`config.mk`:
```
export PLATFORM = sky130hd
export DESIGN_NAME = ir_prefetch_queue
export DESIGN_NICKNAME = d
export VERILOG_FILES = /design/src/rtl/ir_pkg.sv /design/src/rtl/ir_queue_mem.sv /design/src/rtl/ir_prefetch_queue.sv
export SDC_FILE = /design/constraint.sdc
export NUM_CORES = 1
export LEC_CHECK = 0
export BUFFER_PORTS_ARGS = -buffer_cell sky130_fd_sc_hd__buf_2
export CAP_MARGIN = 5
export CORE_MARGIN = 1
export CORE_UTILIZATION = 54
export CTS_CLUSTER_DIAMETER = 150
export CTS_CLUSTER_SIZE = 8
export DETAILED_ROUTE_END_ITERATION = 8
export PLACE_DENSITY = 0.77
export SLEW_MARGIN = 20
export SYNTH_ARGS = -nofsm -noshare
export SYNTH_HDL_FRONTEND = slang
export SYNTH_SLANG_ARGS = --single-unit
```
`constraint.sdc`:
```
create_clock -name clk -period 2.1 [get_ports clk]
set_input_delay 0 -clock clk [delete_from_list [all_inputs] [get_ports clk]]
set_output_delay 0 -clock clk [all_outputs]
set_load 0.03 [all_outputs]
```
`src/rtl/ir_pkg.sv`:
```
// Shared constants and helpers for the instruction-register prefetch queue.
package ir_pkg;

  localparam int OP_W_DEF  = 5;
  localparam int ARG_W_DEF = 12;
  localparam int DEPTH_DEF = 4;
  localparam int NOP       = 0;

  function automatic int cnt_w(input int depth);
    return $clog2(depth) + 1;
  endfunction

endpackage

```
`src/rtl/ir_queue_mem.sv`:
```
// Prefetch queue storage: tail write port plus head read/modify port.
module ir_queue_mem #(
  parameter int W     = 17,
  parameter int DEPTH = 4,
  parameter int AW    = $clog2(DEPTH)
) (
  input  logic          clk,
  input  logic          rst,
  input  logic          we_i,
  input  logic [AW-1:0] waddr_i,
  input  logic [W-1:0]  wdata_i,
  input  logic [AW-1:0] haddr_i,
  output logic [W-1:0]  hdata_o,
  input  logic          mod_en_i,
  input  logic [W-1:0]  mod_data_i
);

  logic [W-1:0] mem_q [DEPTH];
  logic         collide;

  assign hdata_o = mem_q[haddr_i];
  assign collide = we_i && (waddr_i == haddr_i);

  always_ff @(posedge clk or posedge rst) begin
    if (rst) begin
      for (int i = 0; i < DEPTH; i++) mem_q[i] <= '0;
    end else begin
      if (we_i) mem_q[waddr_i] <= wdata_i;
      if (mod_en_i && !collide) mem_q[haddr_i] <= mod_data_i;
    end
  end

endmodule

```
`src/rtl/ir_prefetch_queue.sv`:
```
// Instruction prefetch queue with handshakes, flush and head auto-increment.
// Optional even-parity protection with sticky par_err when IR_PARITY_EN is defined.
module ir_prefetch_queue
  import ir_pkg::*;
#(
  parameter int OP_W  = OP_W_DEF,
  parameter int ARG_W = ARG_W_DEF,
  parameter int DEPTH = DEPTH_DEF
) (
  input  logic                      clk,
  input  logic                      rst,
  input  logic                      in_valid,
  output logic                      in_ready,
  input  logic [OP_W+ARG_W-1:0]     in_data,
  output logic                      out_valid,
  input  logic                      out_ready,
  output logic [OP_W-1:0]           opcode,
  output logic [ARG_W-1:0]          operand,
  input  logic                      inc_en,
  input  logic                      flush,
  output logic [cnt_w(DEPTH)-1:0]   count
`ifdef IR_PARITY_EN
  ,
  output logic                      par_err
`endif
);

  localparam int DW = OP_W + ARG_W;
  localparam int CW = cnt_w(DEPTH);
  localparam int AW = $clog2(DEPTH);
`ifdef IR_PARITY_EN
  localparam int W  = DW + 1;
`else
  localparam int W  = DW;
`endif
  localparam logic [CW-1:0] FULL_CNT = CW'(DEPTH);

  logic [CW-1:0] count_q, count_d;
  logic [AW-1:0] rd_ptr_q, rd_ptr_d;
  logic [AW-1:0] wr_ptr_q, wr_ptr_d;

  logic          push, pop, inc;
  logic          empty;
  logic [W-1:0]  wdata, hdata, mod_data;
  logic [DW-1:0] head, inc_word;

  assign empty     = (count_q == '0);
  assign in_ready  = (count_q != FULL_CNT);
  assign out_valid = !empty;
  assign count     = count_q;

  assign push = in_valid && in_ready;
  assign pop  = out_valid && out_ready;
  assign inc  = inc_en && out_valid && !pop;

  assign head     = hdata[DW-1:0];
  assign inc_word = {head[DW-1:ARG_W], head[ARG_W-1:0] + ARG_W'(1)};

`ifdef IR_PARITY_EN
  assign wdata    = {^in_data, in_data};
  assign mod_data = {^inc_word, inc_word};
`else
  assign wdata    = in_data;
  assign mod_data = inc_word;
`endif

  assign opcode  = empty ? OP_W'(NOP) : head[DW-1:ARG_W];
  assign operand = empty ? '0 : head[ARG_W-1:0];

  always_comb begin
    count_d  = count_q;
    rd_ptr_d = rd_ptr_q;
    wr_ptr_d = wr_ptr_q;
    if (flush) begin
      count_d  = '0;
      rd_ptr_d = '0;
      wr_ptr_d = '0;
    end else begin
      if (push) wr_ptr_d = wr_ptr_q + AW'(1);
      if (pop)  rd_ptr_d = rd_ptr_q + AW'(1);
      unique case ({push, pop})
        2'b10:   count_d = count_q + CW'(1);
        2'b01:   count_d = count_q - CW'(1);
        default: count_d = count_q;
      endcase
    end
  end

  always_ff @(posedge clk or posedge rst) begin
    if (rst) begin
      count_q  <= '0;
      rd_ptr_q <= '0;
      wr_ptr_q <= '0;
    end else begin
      count_q  <= count_d;
      rd_ptr_q <= rd_ptr_d;
      wr_ptr_q <= wr_ptr_d;
    end
  end

  ir_queue_mem #(
    .W     (W),
    .DEPTH (DEPTH),
    .AW    (AW)
  ) u_mem (
    .clk        (clk),
    .rst        (rst),
    .we_i       (push && !flush),
    .waddr_i    (wr_ptr_q),
    .wdata_i    (wdata),
    .haddr_i    (rd_ptr_q),
    .hdata_o    (hdata),
    .mod_en_i   (inc && !flush),
    .mod_data_i (mod_data)
  );

`ifdef IR_PARITY_EN
  logic par_err_q, par_err_d;

  // A stored word with correct even parity xors to zero including its parity bit.
  always_comb begin
    par_err_d = par_err_q;
    if (flush) par_err_d = 1'b0;
    else if (out_valid && (^hdata)) par_err_d = 1'b1;
  end

  always_ff @(posedge clk or posedge rst) begin
    if (rst) par_err_q <= 1'b0;
    else     par_err_q <= par_err_d;
  end

  assign par_err = par_err_q;
`endif

endmodule

```
==> qor.txt <==
SETUP PATH
--------------------------------------------------------------------------------------
Depth of the worst register-to-register path ............................            6
Crit path arrival time ..................................................      2.32 ns
Crit path from ..........................................................     count[0]
Data required time of the critical path .................................      2.32 ns
Highest fanout seen on the critical path ................................           11
Setup slack on the worst flop-to-flop path ..............................     0.002 ns
Cell Chain, Critical Path ............................................... or3b_1 -> buf_4 -> nand3_2 -> mux2_2 -> nand2_1 -> o21ai_0
Type of origin of the critical path .....................................         flop
Element type at the critical path end ...................................         flop
Critical Path Sink ...................................................... u_mem.mem_q[36]
Critical path's slowest cell ............................................       or3b_1
Worst reg2reg path endpoint ............................................. u_mem.mem_q[36]
Category of the most critical setup path ................................   reg -> reg
R2r startpoint ..........................................................     count[0]
Slowest stage delay, CP .................................................      0.50 ns

ROUTING
--------------------------------------------------------------------------------------
DRC violation count after routing .......................................            0
Via density .............................................................        5.861
TritonRoute pass-1 iters ................................................            5
Total detailed-routing wirelength .......................................     11060 um
Routed wirelength normalized by instance count ..........................     18.46 um
Routed via count ........................................................         3511
Final antenna-violating net count .......................................            0
Initial drt markers .....................................................          271

FINAL LAYOUT
--------------------------------------------------------------------------------------
Fraction of final layout cells sized beyond drive strength 1 ............       33.60%
Area added between synthesis and finish .................................       20.23%
Final-stage net count ...................................................          522
Filler cells ............................................................          601
Antenna diode instance count ............................................            0

GLOBAL ROUTING
--------------------------------------------------------------------------------------
Pin count of the biggest net entering global routing ....................           45
Initial antenna violation count .........................................            0
Vias in the first global route ..........................................         3538
Total congestion overflow ...............................................            0
Overall fraction of global-route tracks in use ..........................       26.87%
First-pass GRT wire length ..............................................     17590 um

CTS
--------------------------------------------------------------------------------------
Clock slew at the register clock pins of the worst setup and hold paths .      0.08 ns
CTS tree ................................................................        built
Root buffer cell ........................................................     clkbuf_8
Number of buffers on the longest clock path .............................            2
Total clock buffers created by CTS ......................................            9
Maximum level of the CTS H-tree .........................................            3
Clock insertion delay at the later pin of the skew report ...............      0.36 ns
Sink count of the clock tree ............................................           75

TIMING
--------------------------------------------------------------------------------------
Setup Skew ..............................................................  0.008656 ns
Least setup slack across all paths after layout .........................  0.001996 ns
Final setup violating endpoints .........................................            0
Hold Vio Cnt, Final .....................................................            0
RSZ-0062 raised after global routing ....................................          yes
Fmax ....................................................................   0.4766 GHz
Post-route minimum period ...............................................     2.098 ns
Final critical-path share of the clock period ...........................       99.90%
Slew HR .................................................................       52.32%
Count of pins over their slew limit .....................................            0
Final sum of negative setup slack .......................................         0 ns
Slew of the pin with the lowest slew margin .............................    0.7141 ns
Hold_ws .................................................................   0.01982 ns

FLOORPLANNING
--------------------------------------------------------------------------------------
Placeable core area .....................................................    8175 um^2
Die Y ...................................................................     93.51 um
Standard-cell rows ......................................................           33
Die X-Extent ............................................................     93.51 um
Total die area ..........................................................    8744 um^2
Ports placed on the boundary ............................................           45
Initial Util ............................................................       55.31%

YOSYS
--------------------------------------------------------------------------------------
Synthesized area per cell ...............................................   10.84 um^2
Post-synthesis sequential area ratio ....................................       41.51%
Mapped Cells ............................................................          417
Warning count from the yosys run ........................................            0
Count of unique library cells instantiated by Yosys .....................           38
Async set-reset flop share out of synthesis .............................       100.0%
Syn Nets ................................................................          450
Synth Flop Type .........................................................      dfrtp_1
Synthesized area ........................................................    4522 um^2
Register bit count reported by yosys ....................................           75
Number of enable-type register cells in the synthesized netlist .........            0

PLACED DESIGN
--------------------------------------------------------------------------------------
Final weighted congestion in routability-driven placement ...............       0.7804
Port Buffers ............................................................           44
Worst slack, placed .....................................................  -0.02763 ns
Post-DP HPWL ............................................................      6951 um

POWER AND IR DROP
--------------------------------------------------------------------------------------
Power per cell area ..................................................... 1556 nW/um^2
Static leakage power ....................................................     2.595 nW
Worst vdd ir ............................................................  0.0007877 V

HOLD PATH
--------------------------------------------------------------------------------------
Hold Path Class .........................................................    in -> reg

RUN
--------------------------------------------------------------------------------------
Max-Cap Viols ...........................................................            0

OUTCOME
--------------------------------------------------------------------------------------
Status ..................................................................    completed

==> power breakdown <==
group	internal (mW)	total [mW]	switching (mW)	leakage, nW
registers	2.12	2.51	0.389	0.945
clock network	0.671	1.23	0.560	0.103
logic	2.13	4.72	2.59	1.55
==> synthesized netlist by cell type, drive strengths merged, types with 3 or more instances <==
master / count / area share (%)
mux2i: 34 / 7.5
a21oi: 34 / 3.8
mux4: 17 / 9.3
xor2: 3 / 1.1
clkbuf: 6 / 0.50
and2: 17 / 2.4
inv: 6 / 0.50
buf: 19 / 3.1
mux2: 36 / 9.1
nand2: 43 / 3.6
dfrtp: 75 / 42
ha: 9 / 2.5
nand3: 14 / 2.1
xnor2: 13 / 2.5
nand4: 3 / 0.55
o21ai: 36 / 4.0
nor2: 39 / 3.2
==> worst min-delay path by stage <==
| stage | from | end | cells after the start |
|---|---|---|---|
| global placement | rst | count[0] | 2 |
| floorplan | in_valid | wr_ptr_q[1] | 2 |
| global route | in_data[5] | u_mem.mem_q[56] | 4 |
| finish | in_data[5] | u_mem.mem_q[56] | 4 |
| CTS | in_data[5] | u_mem.mem_q[56] | 4 |
| detailed placement | rst | count[0] | 2 |
==> sequential cells by signal, summed over array words and instances (netlist names) <==
register	flops
count	3
rd_ptr_q	2
u_mem.mem_q	68
wr_ptr_q	2
==> repair_timing <==
| action | 4_1_cts | 5_1_grt |
|---|---|---|
| hold buffers | 11 | 0 |
| pin swaps | 1 | 3 |
| cloned | 0 | 0 |
| hold endpoints to repair | 54 | 0 |
| buffers inserted | 2 | 3 |
| resized for setup | 6 | 13 |
| setup endpoints to repair | 17 | 56 |
==> worst max-delay path, delay by kind of cell, from the launching register on <==
| kind | cells | cell delay, ns |
|---|---|---|
| compound gates | 1 | 0.08 |
| buf+inv | 1 | 0.21 |
| flops | 1 | 0.40 |
| mux | 1 | 0.38 |
| simple gates | 3 | 0.87 |
==> final cells by class <==
class	count	area, um^2	share of cell area (%)
repair buffers	86	691.9	12.73
inverters	6	22.52	0.4143
flip-flops and latches	75	1879	34.57
clock buffers	10	127.6	2.348
multi-input cells	311	2495	45.89
well taps	105	131.4	2.417
clock inverters	6	88.84	1.634
==> metrics by stage <==
| step | total power [mW] | area [um^2] | std cells | utilization [%] |
|---|---|---|---|---|
| 3_3_place_gp | 6.672 | 5010 | 567 | 61.28 |
| 3_5_place_dp | 6.849 | 5010 | 567 | 61.28 |
| 4_1_cts | 8.244 | 5379 | 596 | 65.79 |
| 5_1_grt | 8.967 | 5436 | 599 | 66.50 |
| 2_1_floorplan | 5.667 | 4524 | 417 | - |
| 6_report | 8.457 | 5436 | 599 | 66.50 |
==> layout by cell type (no fill, tap or decap), drive strengths merged <==
master,synthesis,final
a21o,1,1
or3,1,1
mux4,17,17
and4,1,1
a21oi,34,34
and2,17,17
o31ai,1,1
dlygate4sd3,0,11
or3b,1,1
xor2,3,3
nand2,43,43
nor2b,1,1
mux2i,34,34
clkinvlp,0,2
nor4b,1,1
bufinv,0,2
inv,6,7
nor2,39,39
dfrtp,75,75
nand3b,1,1
clkinv,0,1
clkbuf,6,10
xnor2,13,13
buf,19,75
nand4,3,3
o21ai,36,36
nor3,2,2
ha,9,9
nand3,14,14
fa,1,1
and3,2,2
mux2,36,36
==> routing by layer <==
| metal | vias to the layer above | track usage, % | wire length (um) |
|---|---|---|---|
| met3 | 14 | 5.285 | 537 |
| met4 | 0 | 10.26 | 167 |
| met1 | 1762 | 36.12 | 4877 |
| met2 | 115 | 43.08 | 5473 |
| li1 | 1620 | - | - |
| met5 | - | 0 | 0 |
==> logic make-up (layout without fill, tap and decap cells) <==
| kind of cell | count (synthesis) | in the layout | synth area share (%) |
|---|---|---|---|
| AO/OA/AOI/OAI | 72 | 72 | 8.080 |
| flip-flops | 75 | 75 | 41.51 |
| multiplexers | 87 | 87 | 25.95 |
| adder cells (fa/ha/maj) | 10 | 10 | 2.933 |
| AND/OR/NAND/NOR | 126 | 126 | 13.86 |
| buffers and inverters | 31 | 108 | 4.067 |
| XOR/XNOR | 16 | 16 | 3.597 |
Note: power is estimated with default switching activity, not from simulation.
